File: config.mk
export PLATFORM = sky130hd
export DESIGN_NAME = processor_trace_buffer
export DESIGN_NICKNAME = d
export VERILOG_FILES = /design/src/rtl/processor_trace_buffer.sv
export SDC_FILE = /design/constraint.sdc
export NUM_CORES = 1
export LEC_CHECK = 0
export BUFFER_PORTS_ARGS = -buffer_cell sky130_fd_sc_hd__buf_2
export CAP_MARGIN = 20
export CORE_AREA = 5 5 307 309
export CTS_BUF_LIST = sky130_fd_sc_hd__clkbuf_2
export CTS_CLUSTER_SIZE = 28
export DETAILED_ROUTE_END_ITERATION = 7
export DIE_AREA = 0 0 312 314
export PLACE_DENSITY = 0.74
export SYNTH_ARGS = -nofsm -noshare
export SYNTH_HDL_FRONTEND = slang
export SYNTH_SLANG_ARGS = --single-unit
File: constraint.sdc
create_clock -name clk -period 14 [get_ports clk]
set_input_delay 0 -clock clk [delete_from_list [all_inputs] [get_ports clk]]
set_output_delay 0 -clock clk [all_outputs]
set_load 0.02 [all_outputs]
File: src/rtl/processor_trace_buffer.sv
// processor_trace_buffer: filtered, PC-triggered commit trace capture into a drainable FIFO
module processor_trace_buffer #(
    parameter int PC_W    = 8,
    parameter int INST_W  = 16,
    parameter int DATA_W  = 16,
    parameter int RADDR_W = 3,
    parameter int MADDR_W = 3,
    parameter int TS_W    = 16,
    parameter int DEPTH   = 16,
    localparam int REC_W  = TS_W + PC_W + INST_W + 2 + RADDR_W + 2 * DATA_W + 1 + MADDR_W,
    localparam int CW     = $clog2(DEPTH) + 1
) (
    input  logic               clk,
    input  logic               rst,
    input  logic               arm,
    input  logic               stop,
    input  logic [1:0]         mode,
    input  logic [PC_W-1:0]    trig_pc,
    input  logic [15:0]        cap_limit,
    input  logic               commit_valid,
    input  logic [PC_W-1:0]    pc,
    input  logic [INST_W-1:0]  inst,
    input  logic [1:0]         reg_en,
    input  logic [RADDR_W-1:0] reg_add,
    input  logic [DATA_W-1:0]  reg_data,
    input  logic               mem_en,
    input  logic [MADDR_W-1:0] mem_add,
    input  logic [DATA_W-1:0]  mem_data,
    output logic               rec_valid,
    input  logic               rec_ready,
    output logic [REC_W-1:0]   rec_data,
    output logic [CW-1:0]      fifo_count,
    output logic [7:0]         drop_cnt,
    output logic [1:0]         state
);
    localparam int AW = $clog2(DEPTH);
    typedef enum logic [1:0] {IDLE = 2'b00, ARMED = 2'b01, RUN = 2'b10, DONE = 2'b11} state_t;
    state_t cur, nxt;
    logic [TS_W-1:0] ts;
    logic [15:0] cap_cnt;
    logic [REC_W-1:0] mem [DEPTH];
    logic [AW-1:0] wp, rp;
    logic qualify, trigger, at_limit, enter_armed, push_req, push, pop;
    assign qualify = commit_valid & (mode == 2'b00 ? 1'b1 :
                                     mode == 2'b01 ? (|reg_en | mem_en) :
                                     mode == 2'b10 ? mem_en : |reg_en);
    assign trigger = qualify & (pc == trig_pc);
    assign at_limit = (cap_limit != 16'd0) & (cap_cnt >= cap_limit);
    assign rec_valid = fifo_count != '0;
    assign pop = rec_valid & rec_ready;
    // a full FIFO still accepts when the head leaves in the same cycle
    assign push = push_req & ((fifo_count != CW'(DEPTH)) | pop);
    assign rec_data = rec_valid ? mem[rp] : '0;
    assign state = cur;
    always_comb begin
        nxt = cur;
        enter_armed = 1'b0;
        push_req = 1'b0;
        if (stop)
            nxt = IDLE;
        else
            case (cur)
                IDLE, DONE: begin
                    nxt = arm ? ARMED : cur;
                    enter_armed = arm;
                end
                ARMED: begin
                    nxt = trigger ? RUN : cur;
                    push_req = trigger;
                end
                default: begin
                    nxt = at_limit ? DONE : cur;
                    push_req = qualify & ~at_limit;
                end
            endcase
    end
    always_ff @(posedge clk or posedge rst) begin
        if (rst) begin
            cur <= IDLE;
            ts <= '0;
            cap_cnt <= '0;
            wp <= '0;
            rp <= '0;
            fifo_count <= '0;
            drop_cnt <= '0;
        end else begin
            cur <= nxt;
            ts <= ts + TS_W'(1);
            cap_cnt <= enter_armed ? '0 : cap_cnt + 16'(push_req);
            wp <= wp + AW'(push);
            rp <= rp + AW'(pop);
            fifo_count <= fifo_count + CW'(push) - CW'(pop);
            drop_cnt <= enter_armed ? '0 : drop_cnt + 8'(push_req & ~push & (drop_cnt != 8'hFF));
        end
    end
    always_ff @(posedge clk)
        if (push)
            mem[wp] <= {ts, pc, inst, reg_en, reg_add, reg_data, mem_en, mem_add, mem_data};
endmodule

==> implementation parameters <==
Parameter                              Value

Clocking
  Largest buffer count on any clock path ... 4
  Total setup buffers inserted after CTS ... 0
  Clock insertion delay at the later pin of the skew report ... around 1.5 ns
  Total number of clock tree sinks ... around 1400
  Maximum level of the CTS H-tree ... 5
  Cell at the root of the clock tree ... clkbuf_2
  Cts bufs inserted ... 336
  TritonCTS clock tree ... yes
  Clock transition at the registers of the reported paths ... 0.10 ns

Placement
  Count of port buffers added during placement ... a little under 200
  Total half-perimeter wirelength after legalization and detailed placement ... 56900 um
  Placed insts ... around 3600
  Final estimated routing congestion in global placement ... 0.768

Min path
  Startpoint of the most critical hold path ... mem_en
  Class of the worst hold path ... in2reg
  Terminating pin of the worst hold path ... mem[0][19]
  Cell depth of the worst hold path ... 3

Pwr
  Power per Cell Area ... 169 nW/um^2
  Final total power ... 10100 uW
  Leakage power total ... ~0.020 uW
  Worst VDD drop ... ~0.17 mV

Critical path
  Largest incremental delay on the critical path ... 0.82 ns
  Critical path's slowest cell ... dfrtp_4
  Worst reg2reg path startpoint ... state[1]
  Cells along the critical path ... buf_4 > buf_4 > buf_4 > mux4_2 > mux4_2 > nor2b_1 > buf_2
  Worst R2R Setup Slack ... 8.74 ns
  Worst path required time ... ~14 ns
  Capturing point of the worst reg2reg path ... mem[10][49]
  R2R depth ... 9
  Startpoint Class ... register
  Data arrival, critical path ... 6.30 ns
  Crit path capture type ... output port
  CP Class ... reg2out
  Max Fanout on Critical Path ... 45
  Crit. Startpoint ... rp[0]
  Most prevalent standard cell on the critical path ... buf_4

Outcome
  Result of the run ... finished clean

Timing
  Final-report setup violation count ... 0
  Accumulated negative setup slack ... 0 ns
  Final number of hold-violating endpoints ... 0
  Highest clock frequency the design can meet ... 0.159 GHz
  Tcrit/Tclk final ... 0.450
  Transition time at the pin with the least slew margin ... 1.12 ns
  Final worst path period need ... 6.30 ns
  Final worst clock skew ... approximately 0.18 ns
  WHS ... 0.186 ns
  RSZ-0062 raised after global routing ... false
  Worst max-slew margin expressed relative to the limit ... 0.253
  Pins over their slew limit ... 0

Yosys
  Share of the synthesized area in the top cell type ... 0.743
  Count of synthesis-stage warnings from yosys ... 0
  Sequential cell area fraction in the yosys report ... 0.769
  Most area-consuming cells after synthesis ... edfxtp_1 (74%), mux4_2 (17%), dfrtp_1 (2.6%), nor2b_1 (1.1%), ha_1 (0.79%)
  Most frequently used flop master after synthesis ... edfxtp_1
  Cell type with the highest aggregate area in the netlist ... edfxtp_1
  Synth top cells by count ... edfxtp_1 (1296), mux4_2 (405), nor2b_1 (89)
  Most frequent cell after synthesis ... edfxtp_1
  Count of cell types in the netlist ... 44
  Post-synthesis area per instance ... 23.4 um^2
  Number of cells produced by synthesis ... 2240
  Mapped cell area ... roughly 52000 um^2
  Share of synthesized flip-flops with an asynchronous set or reset ... 0.0407
  Net Count, Synth ... 2371
  Flip-flop and latch count after synthesis ... 1351
  EDFF count, synth ... 1296

Drt
  Final wirelength ... 115000 um
  Number of iterations in the first detailed-routing pass ... 7
  DRC errors left ... 0
  WL per Instance ... 26.6 um
  Via count normalized by instance count ... 6.08
  DRC violation total after the first TritonRoute iteration ... 3217
  Count of vias placed by the detailed router ... 26300
  Remaining antenna violation count ... 0

Flow run
  Number of maximum-capacitance constraint violations ... 0

Final layout
  Multi-input logic area ... 11600 um^2
  Non-Filler Instances ... 4329
  Register area ... between 40000 and 50000 um^2
  Fill cell count ... 5872
  Layout Area Growth over Synthesis ... 14.0%
  Proportion of layout cells with a drive suffix above 1 ... 0.375
  Count of nets after finishing ... 3034

GRT
  Pin count of the biggest net entering global routing ... 121
  Total congestion overflow after global routing ... 0
  Antenna violations before repair ... 2
  Global-route wire length before repair ... between 150000 and 200000 um
  Overall global routing resource usage ... 0.239
  Via count of the first global-routing pass ... 28300

Floorplanning
  Die height ... 314 um
  Core Footprint ... 91100 um^2
  Placement Rows ... between 100 and 150
  Die area ... approximately 98000 um^2
  Die boundary width ... roughly 310 um
  I/O pins ... just under 200
  Initial cell density of the core ... 0.575
-- stage by stage --
| step | area, um^2 | setup slack [ns] | util |
|---|---|---|---|
| after floorplan | 52400 | 3.80 | - |
| after global placement | 54900 | 9.02 | 0.602 |
| after detailed placement | 54900 | 8.81 | 0.603 |
| after CTS | 59700 | 7.28 | 0.656 |
| after global routing | 59700 | 6.97 | 0.656 |
| final | 59700 | 7.70 | 0.656 |
-- layout make-up --
type                       instances  share of cell area
sequential                      1351               0.675
multi-input combinational        747               0.194
timing repair buffer             434              0.0553
clock buffer                     481              0.0403
tap                             1186              0.0248
clock inverter                    96             0.00838
inverter                          33             0.00207
antenna                            1           0.0000419
-- how the worst max path moves through the flow --
| stage | to | cells after the start |
|---|---|---|
| after floorplan | mem[10][0] | 7 |
| after global placement | rec_data[22] | 7 |
| after detailed placement | mem[10][41] | 8 |
| after CTS | rec_data[22] | 7 |
| after global routing | rec_data[22] | 7 |
| final | rec_data[22] | 7 |
-- cell families after synthesis --
kind of cell	share of synthesized area
compound gates	0.00291
xor+xnor	0.00836
simple gates	0.0254
fa+ha+maj	0.00826
mux	0.174
flops	0.769
buf+inv	0.0115
-- layer usage --
metal / vias to the layer above / GRT usage / wire length (um) / share of wire
met5: - / 0 / 0 / 0
met1: 13700 / 0.334 / 44100 / 0.38
met4: 0 / 0.0659 / 1800 / 0.016
met2: 1444 / 0.390 / 58000 / 0.50
li1: 11000 / - / - / -
met3: 153 / 0.0567 / 11300 / 0.098
-- power by group --
part           internal, uW  switching (uW)
clock                   992            1500
sequential             4460             152
combinational          1490            1530
total                  6940            3180
-- state kept, by name, indices dropped and copies added, names as in the netlist --
name / count
mem: 1296
cap_cnt: 16
ts: 16
drop_cnt: 8
fifo_count: 5
rp: 4
wp: 4
state: 2
-- worst max-delay path: cells and delay by family (launching register included) --
family	cells	cell delay, ns
mux	2	1.07
buf+inv	4	2.66
simple gates	1	0.18
flops	1	0.82
-- layout by cell type (no fill, tap or decap), types with 13 or more instances in the layout --
cell	n
dfrtp_1	51
nor2b_1	89
nand2_1	19
nor4_2	16
clkbuf_2	481
xor2_1	21
nand3_1	25
dlygate4sd3_1	192
xnor2_1	29
nand4_1	13
inv_1	32
buf_4	46
clkinv_1	73
mux4_2	405
edfxtp_1	1296
nor2_1	37
buf_2	193
ha_1	33
-- repair_timing --
item | in CTS | in global routing
hold buffers | 192 | 0
gates resized for setup | 0 | 0
hold endpoints to repair | 1783 | 0
(Power assumes the default switching activity.)
